==> config.mk <==
export PLATFORM = sky130hd
export DESIGN_NAME = lcd_bus_scheduler
export DESIGN_NICKNAME = d
export VERILOG_FILES = /design/src/rtl/lcd_pkg.sv /design/src/rtl/lcd_rr_arb2.sv /design/src/rtl/lcd_bus_scheduler.sv
export SDC_FILE = /design/constraint.sdc
export NUM_CORES = 1
export LEC_CHECK = 0
export CAP_MARGIN = 20
export CORE_MARGIN = 10
export CORE_UTILIZATION = 64
export DETAILED_ROUTE_END_ITERATION = 7
export DONT_BUFFER_PORTS = 1
export GPL_TIMING_DRIVEN = 1
export PLACE_DENSITY = 0.9
export RECOVER_POWER = 50
export SLEW_MARGIN = 20
export SYNTH_ARGS = -nofsm -noshare
export SYNTH_HDL_FRONTEND = slang
export SYNTH_SLANG_ARGS = --single-unit
==> constraint.sdc <==
create_clock -name clk -period 2.99 [get_ports clk]
set_input_delay 0.598 -clock clk [delete_from_list [all_inputs] [get_ports clk]]
set_output_delay 0.598 -clock clk [all_outputs]
set_load 0.03 [all_outputs]
==> src/rtl/lcd_pkg.sv <==
// Shared types and constants for the character-LCD bus scheduler.
// Holds the state encoding, the init command ROM and the counter helpers.
package lcd_pkg;

  localparam int unsigned CNT_W    = 16;
  localparam int unsigned IDX_W    = 3;
  localparam int unsigned INIT_LEN = 6;

  localparam logic [7:0] CMD_CLEAR    = 8'h01;
  localparam logic [7:0] CMD_HOME     = 8'h02;
  localparam logic [7:0] CMD_FUNC_SET = 8'h38;
  localparam logic [7:0] CMD_DISP_ON  = 8'h0C;
  localparam logic [7:0] CMD_ENTRY    = 8'h06;

  typedef enum logic [2:0] {
    ST_PWRUP,
    ST_INIT_LOAD,
    ST_SETUP,
    ST_PULSE,
    ST_HOLD,
    ST_WAIT,
    ST_IDLE
  } lcd_state_e;

  typedef struct packed {
    logic       rs;
    logic [7:0] data;
  } lcd_byte_t;

  // Init sequence: function set x3, display on, clear, entry mode.
  function automatic logic [7:0] init_rom(input logic [IDX_W-1:0] idx);
    case (idx)
      3'd0, 3'd1, 3'd2: init_rom = CMD_FUNC_SET;
      3'd3:             init_rom = CMD_DISP_ON;
      3'd4:             init_rom = CMD_CLEAR;
      default:          init_rom = CMD_ENTRY;
    endcase
  endfunction

  // Down-counter load value; a zero-cycle parameter still costs one cycle.
  function automatic logic [CNT_W-1:0] cyc_load(input int unsigned p);
    cyc_load = (p == 0) ? '0 : CNT_W'(p - 1);
  endfunction

  // Clear and home commands need the long execution wait.
  function automatic logic is_slow_cmd(input lcd_byte_t b);
    is_slow_cmd = !b.rs && ((b.data == CMD_CLEAR) || (b.data == CMD_HOME) ||
                            (b.data == (CMD_HOME | CMD_CLEAR)));
  endfunction

endpackage

==> src/rtl/lcd_rr_arb2.sv <==
// Two-way round-robin arbiter with a registered one-hot grant.
// The pointer flips to the other requester after every grant.
module lcd_rr_arb2 (
  input  logic       clk,
  input  logic       rst_n,
  input  logic [1:0] req,
  input  logic       en_arb,
  output logic [1:0] grant,
  output logic       sel
);

  logic       ptr;
  logic [1:0] pick_c;

  always_comb begin
    pick_c = 2'b00;
    case (req)
      2'b01:   pick_c = 2'b01;
      2'b10:   pick_c = 2'b10;
      2'b11:   pick_c = ptr ? 2'b10 : 2'b01;
      default: pick_c = 2'b00;
    endcase
  end

  always_ff @(posedge clk or negedge rst_n) begin
    if (!rst_n) begin
      grant <= 2'b00;
      sel   <= 1'b0;
      ptr   <= 1'b0;
    end else begin
      grant <= en_arb ? pick_c : 2'b00;
      if (en_arb && (pick_c != 2'b00)) begin
        sel <= pick_c[1];
        ptr <= pick_c[0];
      end
    end
  end

endmodule

==> src/rtl/lcd_bus_scheduler.sv <==
// Owns the HD44780 bus: power-up wait, fixed init sequence, then
// round-robin byte transactions from two requesters with strobe timing.
module lcd_bus_scheduler
  import lcd_pkg::*;
#(
  parameter int unsigned PWRUP_CYC = 150,
  parameter int unsigned SETUP_CYC = 1,
  parameter int unsigned EN_CYC    = 2,
  parameter int unsigned HOLD_CYC  = 1,
  parameter int unsigned CMD_WAIT  = 1,
  parameter int unsigned CLR_WAIT  = 16
) (
  input  logic       clk,
  input  logic       rstBt,
  input  logic [1:0] req,
  input  logic       rs_in0,
  input  logic [7:0] data_in0,
  input  logic       rs_in1,
  input  logic [7:0] data_in1,
  output logic [1:0] grant,
  output logic       busy,
  output logic       init_done,
  output logic [7:0] LCD,
  output logic       RS,
  output logic       RW,
  output logic       en
);

  localparam logic [CNT_W-1:0] PWRUP_LD = cyc_load(PWRUP_CYC);
  localparam logic [CNT_W-1:0] SETUP_LD = cyc_load(SETUP_CYC);
  localparam logic [CNT_W-1:0] EN_LD    = cyc_load(EN_CYC);
  localparam logic [CNT_W-1:0] HOLD_LD  = cyc_load(HOLD_CYC);
  localparam logic [CNT_W-1:0] CMD_LD   = cyc_load(CMD_WAIT);
  localparam logic [CNT_W-1:0] CLR_LD   = cyc_load(CLR_WAIT);

  lcd_state_e       state, state_nxt;
  logic [CNT_W-1:0] cnt, cnt_nxt;
  logic [IDX_W-1:0] idx, idx_nxt;
  lcd_byte_t        cur, cur_nxt;
  logic             init_done_nxt;
  logic             en_arb;
  logic             sel;

  lcd_rr_arb2 u_arb (
    .clk    (clk),
    .rst_n  (rstBt),
    .req    (req),
    .en_arb (en_arb),
    .grant  (grant),
    .sel    (sel)
  );

  assign LCD = cur.data;
  assign RS  = cur.rs;
  assign RW  = 1'b0;

  // State, counters, latched byte and strobe registers.
  always_ff @(posedge clk or negedge rstBt) begin
    if (!rstBt) begin
      state     <= ST_PWRUP;
      cnt       <= '0;
      idx       <= '0;
      cur       <= '0;
      init_done <= 1'b0;
      en        <= 1'b0;
      busy      <= 1'b0;
    end else begin
      state     <= state_nxt;
      cnt       <= cnt_nxt;
      idx       <= idx_nxt;
      cur       <= cur_nxt;
      init_done <= init_done_nxt;
      en        <= (state_nxt == ST_PULSE);
      busy      <= (state_nxt != ST_IDLE);
    end
  end

  // Next-state logic; PWRUP counts up from the reset value, the rest count down.
  always_comb begin
    state_nxt     = state;
    cnt_nxt       = cnt;
    idx_nxt       = idx;
    cur_nxt       = cur;
    init_done_nxt = init_done;
    en_arb        = 1'b0;

    case (state)
      ST_PWRUP: begin
        if (cnt == PWRUP_LD) begin
          state_nxt = ST_INIT_LOAD;
          cnt_nxt   = '0;
        end else begin
          cnt_nxt = cnt + 16'd1;
        end
      end
      ST_INIT_LOAD: begin
        state_nxt    = ST_SETUP;
        cnt_nxt      = SETUP_LD;
        cur_nxt.rs   = 1'b0;
        cur_nxt.data = init_rom(idx);
      end
      ST_SETUP: begin
        if (cnt == '0) begin
          state_nxt = ST_PULSE;
          cnt_nxt   = EN_LD;
        end else begin
          cnt_nxt = cnt - 16'd1;
        end
      end
      ST_PULSE: begin
        if (cnt == '0) begin
          state_nxt = ST_HOLD;
          cnt_nxt   = HOLD_LD;
        end else begin
          cnt_nxt = cnt - 16'd1;
        end
      end
      ST_HOLD: begin
        if (cnt == '0) begin
          state_nxt = ST_WAIT;
          cnt_nxt   = is_slow_cmd(cur) ? CLR_LD : CMD_LD;
        end else begin
          cnt_nxt = cnt - 16'd1;
        end
      end
      ST_WAIT: begin
        if (cnt != '0) begin
          cnt_nxt = cnt - 16'd1;
        end else if (init_done) begin
          state_nxt = ST_IDLE;
        end else if (idx == IDX_W'(INIT_LEN - 1)) begin
          state_nxt     = ST_IDLE;
          init_done_nxt = 1'b1;
        end else begin
          state_nxt = ST_INIT_LOAD;
          idx_nxt   = idx + 3'd1;
        end
      end
      ST_IDLE: begin
        // A registered grant marks the latch cycle of the granted byte.
        if (grant != 2'b00) begin
          state_nxt    = ST_SETUP;
          cnt_nxt      = SETUP_LD;
          cur_nxt.rs   = sel ? rs_in1 : rs_in0;
          cur_nxt.data = sel ? data_in1 : data_in0;
        end
      end
      default: begin
        state_nxt = ST_PWRUP;
        cnt_nxt   = '0;
      end
    endcase

    en_arb = (state_nxt == ST_IDLE);
  end

endmodule

==> flow_summary.json, run 1 <==
{
  "setup_tns_ns": 0,
  "synth_top_flop_cell": "dfrtp_1",
  "drv_cap": 1,
  "io_pins": 37,
  "drive_gt1_share_pct": 8.44,
  "switchingPower_mw": 0.203,
  "synth_mux_area_share_pct": 4.21,
  "dr.pass1.iters": 5,
  "start_util_pct": 66.6,
  "grt_use_total_pct": 18.4,
  "dieArea_sq_um": 7220,
  "yosys.area_share.adder_pct": 4.17,
  "die_w_um": 85.0,
  "grt_antenna_before_repair": 0,
  "period_minus_slack_ns": 2.58,
  "hpwl_um": 4700,
  "p_leak_nw": 1.11,
  "setup_viol": 0,
  "clkTransAtPathRegs_ns": 0.08,
  "p_int_mw": 0.702,
  "core_area_sq_um": 4060,
  "min_path_cells": 1,
  "critPathLaunchType": "register",
  "avgViaCountPerCell": 6.86,
  "fin_skew_ns": 0.00510,
  "synthArstFlopShare_pct": 100,
  "fmax_mhz": 388,
  "antenna_left": 0,
  "drt_wl_total_um": 6690,
  "violations": "capacitance limit, slew limit",
  "endpoint_kind": "register",
  "nets": 338,
  "syn_avg_cell_area_sq_um": 8.55,
  "cts.htree.levels": 2,
  "first_iter_violations": 452,
  "period_share_pct": 86.2,
  "arrival_ns": 2.76,
  "synth_simple_gate_area_share_pct": 25.4,
  "clockRootBuffer": "clkbuf_8",
  "io_buffers": 0,
  "synth_top_family_by_area": "simple AND/OR/NAND/NOR gates",
  "antenna_cells": 0,
  "ctsResizeCount": 0,
  "syn2layout_area_growth_pct": 3.29,
  "ys_top_cells_by_area": "dfrtp_1, o21ai_0, a21oi_1",
  "synth_xor_area_share_pct": 3.56,
  "synth_edf_count": 0,
  "required_ns": 3.17,
  "ys_warn_count": 0,
  "path_class": "register to register",
  "comb_power_share_pct": 1.8,
  "netSwitchingFraction_pct": 22.5,
  "die_h_um": 85.0,
  "setup_ws_ns": 0.413,
  "hold_violations": 0,
  "first_global_vias": 2366,
  "yosys-top-cells-count": "dfrtp_1, o21ai_0, a21oi_1, nor2_1, nand2_1",
  "crit_fanout": 16,
  "cts_buffers": 5,
  "synth_fp_nets": 347,
  "rsz0062_at_grt": "false",
  "peakVddDrop_mv": 0.341,
  "max_slew_margin_pct": -37.3,
  "synth_compound_area_share_pct": 22.2,
  "seqPwrFrac_pct": 56.7,
  "cts_buffer_depth": 2,
  "synth_cell_type_count": 60,
  "post_cts_buffers": 0,
  "timing.hold.ws_ns": 0.380,
  "grt_pass1_wl_um": 11400,
  "synth_top_area_cell": "dfrtp_1",
  "dp_slack_ns": 0.514,
  "worst_pin_slew_ns": 2.06,
  "p_clk_share_pct": 41.5,
  "power.density_nw_per_um2": 325,
  "grt_start_max_net_pins": 39,
  "place_area_sq_um": 2690,
  "routabilityCongestion": 0.892,
  "drc": 0,
  "yosysMostFrequentCell": "dfrtp_1",
  "wl_per_cell_um": 18.7,
  "grt_overflow": 0,
  "clock_latency_ns": 0.29,
  "cts.sinks": 38,
  "final_area_sq_um": 2790,
  "vias": 2455,
  "rows": 23,
  "status": "complete, but fails checks",
  "synth.ff_latch_count": 38,
  "n_fill_cell": 301,
  "syn_area_sq_um": 2700,
  "reg2regPathDepth": 7,
  "synth_top_area_share_pct": 35.2,
  "ys_seq_area_share_pct": 35.2,
  "netlist_instances": 316,
  "cts_tree": "done",
  "min_path_type": "input port to register",
  "final-max-slew-violation-count": 39
}
## placed cells by master, fill, tap and decap left out, drive strengths merged, types with 2 or more instances in the layout
cell,n
a211oi,3
a21o,2
a21oi,26
a2bb2oi,3
a31oi,5
a32oi,5
and2,4
and3,3
and4,4
buf,4
clkbuf,7
dfrtp,38
ha,9
inv,10
mux2,3
mux2i,8
nand2,25
nand2b,3
nand3,7
nand4,5
nor2,26
nor2b,6
nor3,17
nor3b,4
nor4,6
o21a,3
o21ai,34
o22ai,5
o311ai,2
or2,2
or3,2
xnor2,8
xor2,3
## cells by family after synthesis
logic type	after synthesis
DFF	38
adders and majority gates	9
and+or+nand+nor	118
buffers and inverters	31
xor gates and xnor gates	11
muxes	11
AOI/OAI and AO/OA	97
other	1
## metrics by stage
step | utilization, % | total power [mW] | cells
final | 68.8 | 0.906 | 358
after detailed placement | 66.4 | 0.531 | 349
after floorplan | - | 0.531 | 316
after global routing | 68.8 | 0.929 | 358
after global placement | 66.4 | 0.530 | 349
after CTS | 69.2 | 0.911 | 358
## layout make-up
cell class                      instances  area, sq um  area share (%)
Inverter                               10         37.5            1.34
Timing Repair Buffer                    5         33.8            1.21
Sequential cell                        38          951            34.1
Clock inverter                          2         12.5           0.448
Clock buffer                            6         82.6            2.96
Multi-Input combinational cell        247         1610            57.7
Tap cell                               50         62.6            2.24
## registers in the layout, summed over array words and instances, names as in the netlist
name / cells
state: 3
busy: 1
RS: 1
en: 1
u_arb.ptr: 1
cnt: 16
u_arb.grant: 2
init_done: 1
idx: 3
u_arb.sel: 1
LCD: 8
## timing repair
item,4_1_cts,5_1_grt
hold buffers,1,0
endpoints found under the hold margin,38,0
endpoints found under the setup margin,0,0
## power by group through the flow
stage / clock [mW] / sequential, mW / combinational [mW]
after floorplan: 0 / 0.524 / 0.00707
after global placement: 0 / 0.524 / 0.00637
after detailed placement: 0 / 0.524 / 0.00679
after CTS: 0.378 / 0.513 / 0.0201
after global routing: 0.396 / 0.513 / 0.0195
final: 0.376 / 0.513 / 0.0167
## metal layers
metal	routed length, um	global-route usage (%)	part of all wire (%)	vias to the layer above
li1	-	-	-	1138
met1	2700	23.2	40	1136
met2	3150	29.5	47	160
met3	684	4.21	10	21
met4	153	7.04	2.3	0
met5	0	0	0	-
## worst paths after layout
path                       slack (ns)                        to             startpoint
setup / recovery                 0.41        cnt[7]$_DFFE_PN0P_     cnt[0]$_DFFE_PN0P_
hold / removal                   0.38  u_arb.grant[0]$_DFF_PN0_                 req[1]
setup reg to reg                 0.41        cnt[7]$_DFFE_PN0P_     cnt[0]$_DFFE_PN0P_
hold reg to reg                  0.50  u_arb.grant[0]$_DFF_PN0_  u_arb.ptr$_DFFE_PN0P_
max in group asynchronous        0.92        state[1]$_DFF_PN0_                  rstBt
min in group asynchronous        0.89       cnt[14]$_DFFE_PN0P_                  rstBt
## worst max-delay path, cell delays in order (launching register included)
cell	delay, ns
dfrtp_1	0.48
inv_1	0.12
ha_1	0.14
nor3b_1	0.51
nand4_4	0.27
o22ai_2	0.64
o21ai_0	0.20
o311ai_0	0.11
Power figures use the tool's default switching activity.
==> run 2, diff against run 1 <==
- GPL_ROUTABILITY_DRIVEN: unset -> 1
==> results of run 2 <==
No change in the layout: final DEF, timing and power equal those of run 1.
==> run 3, diff against run 2 <==
- CTS_BUF_LIST: unset -> sky130_fd_sc_hd__clkbuf_8 sky130_fd_sc_hd__clkbuf_16
==> results of run 3 <==
No change in the layout: final DEF, timing and power equal those of run 1.
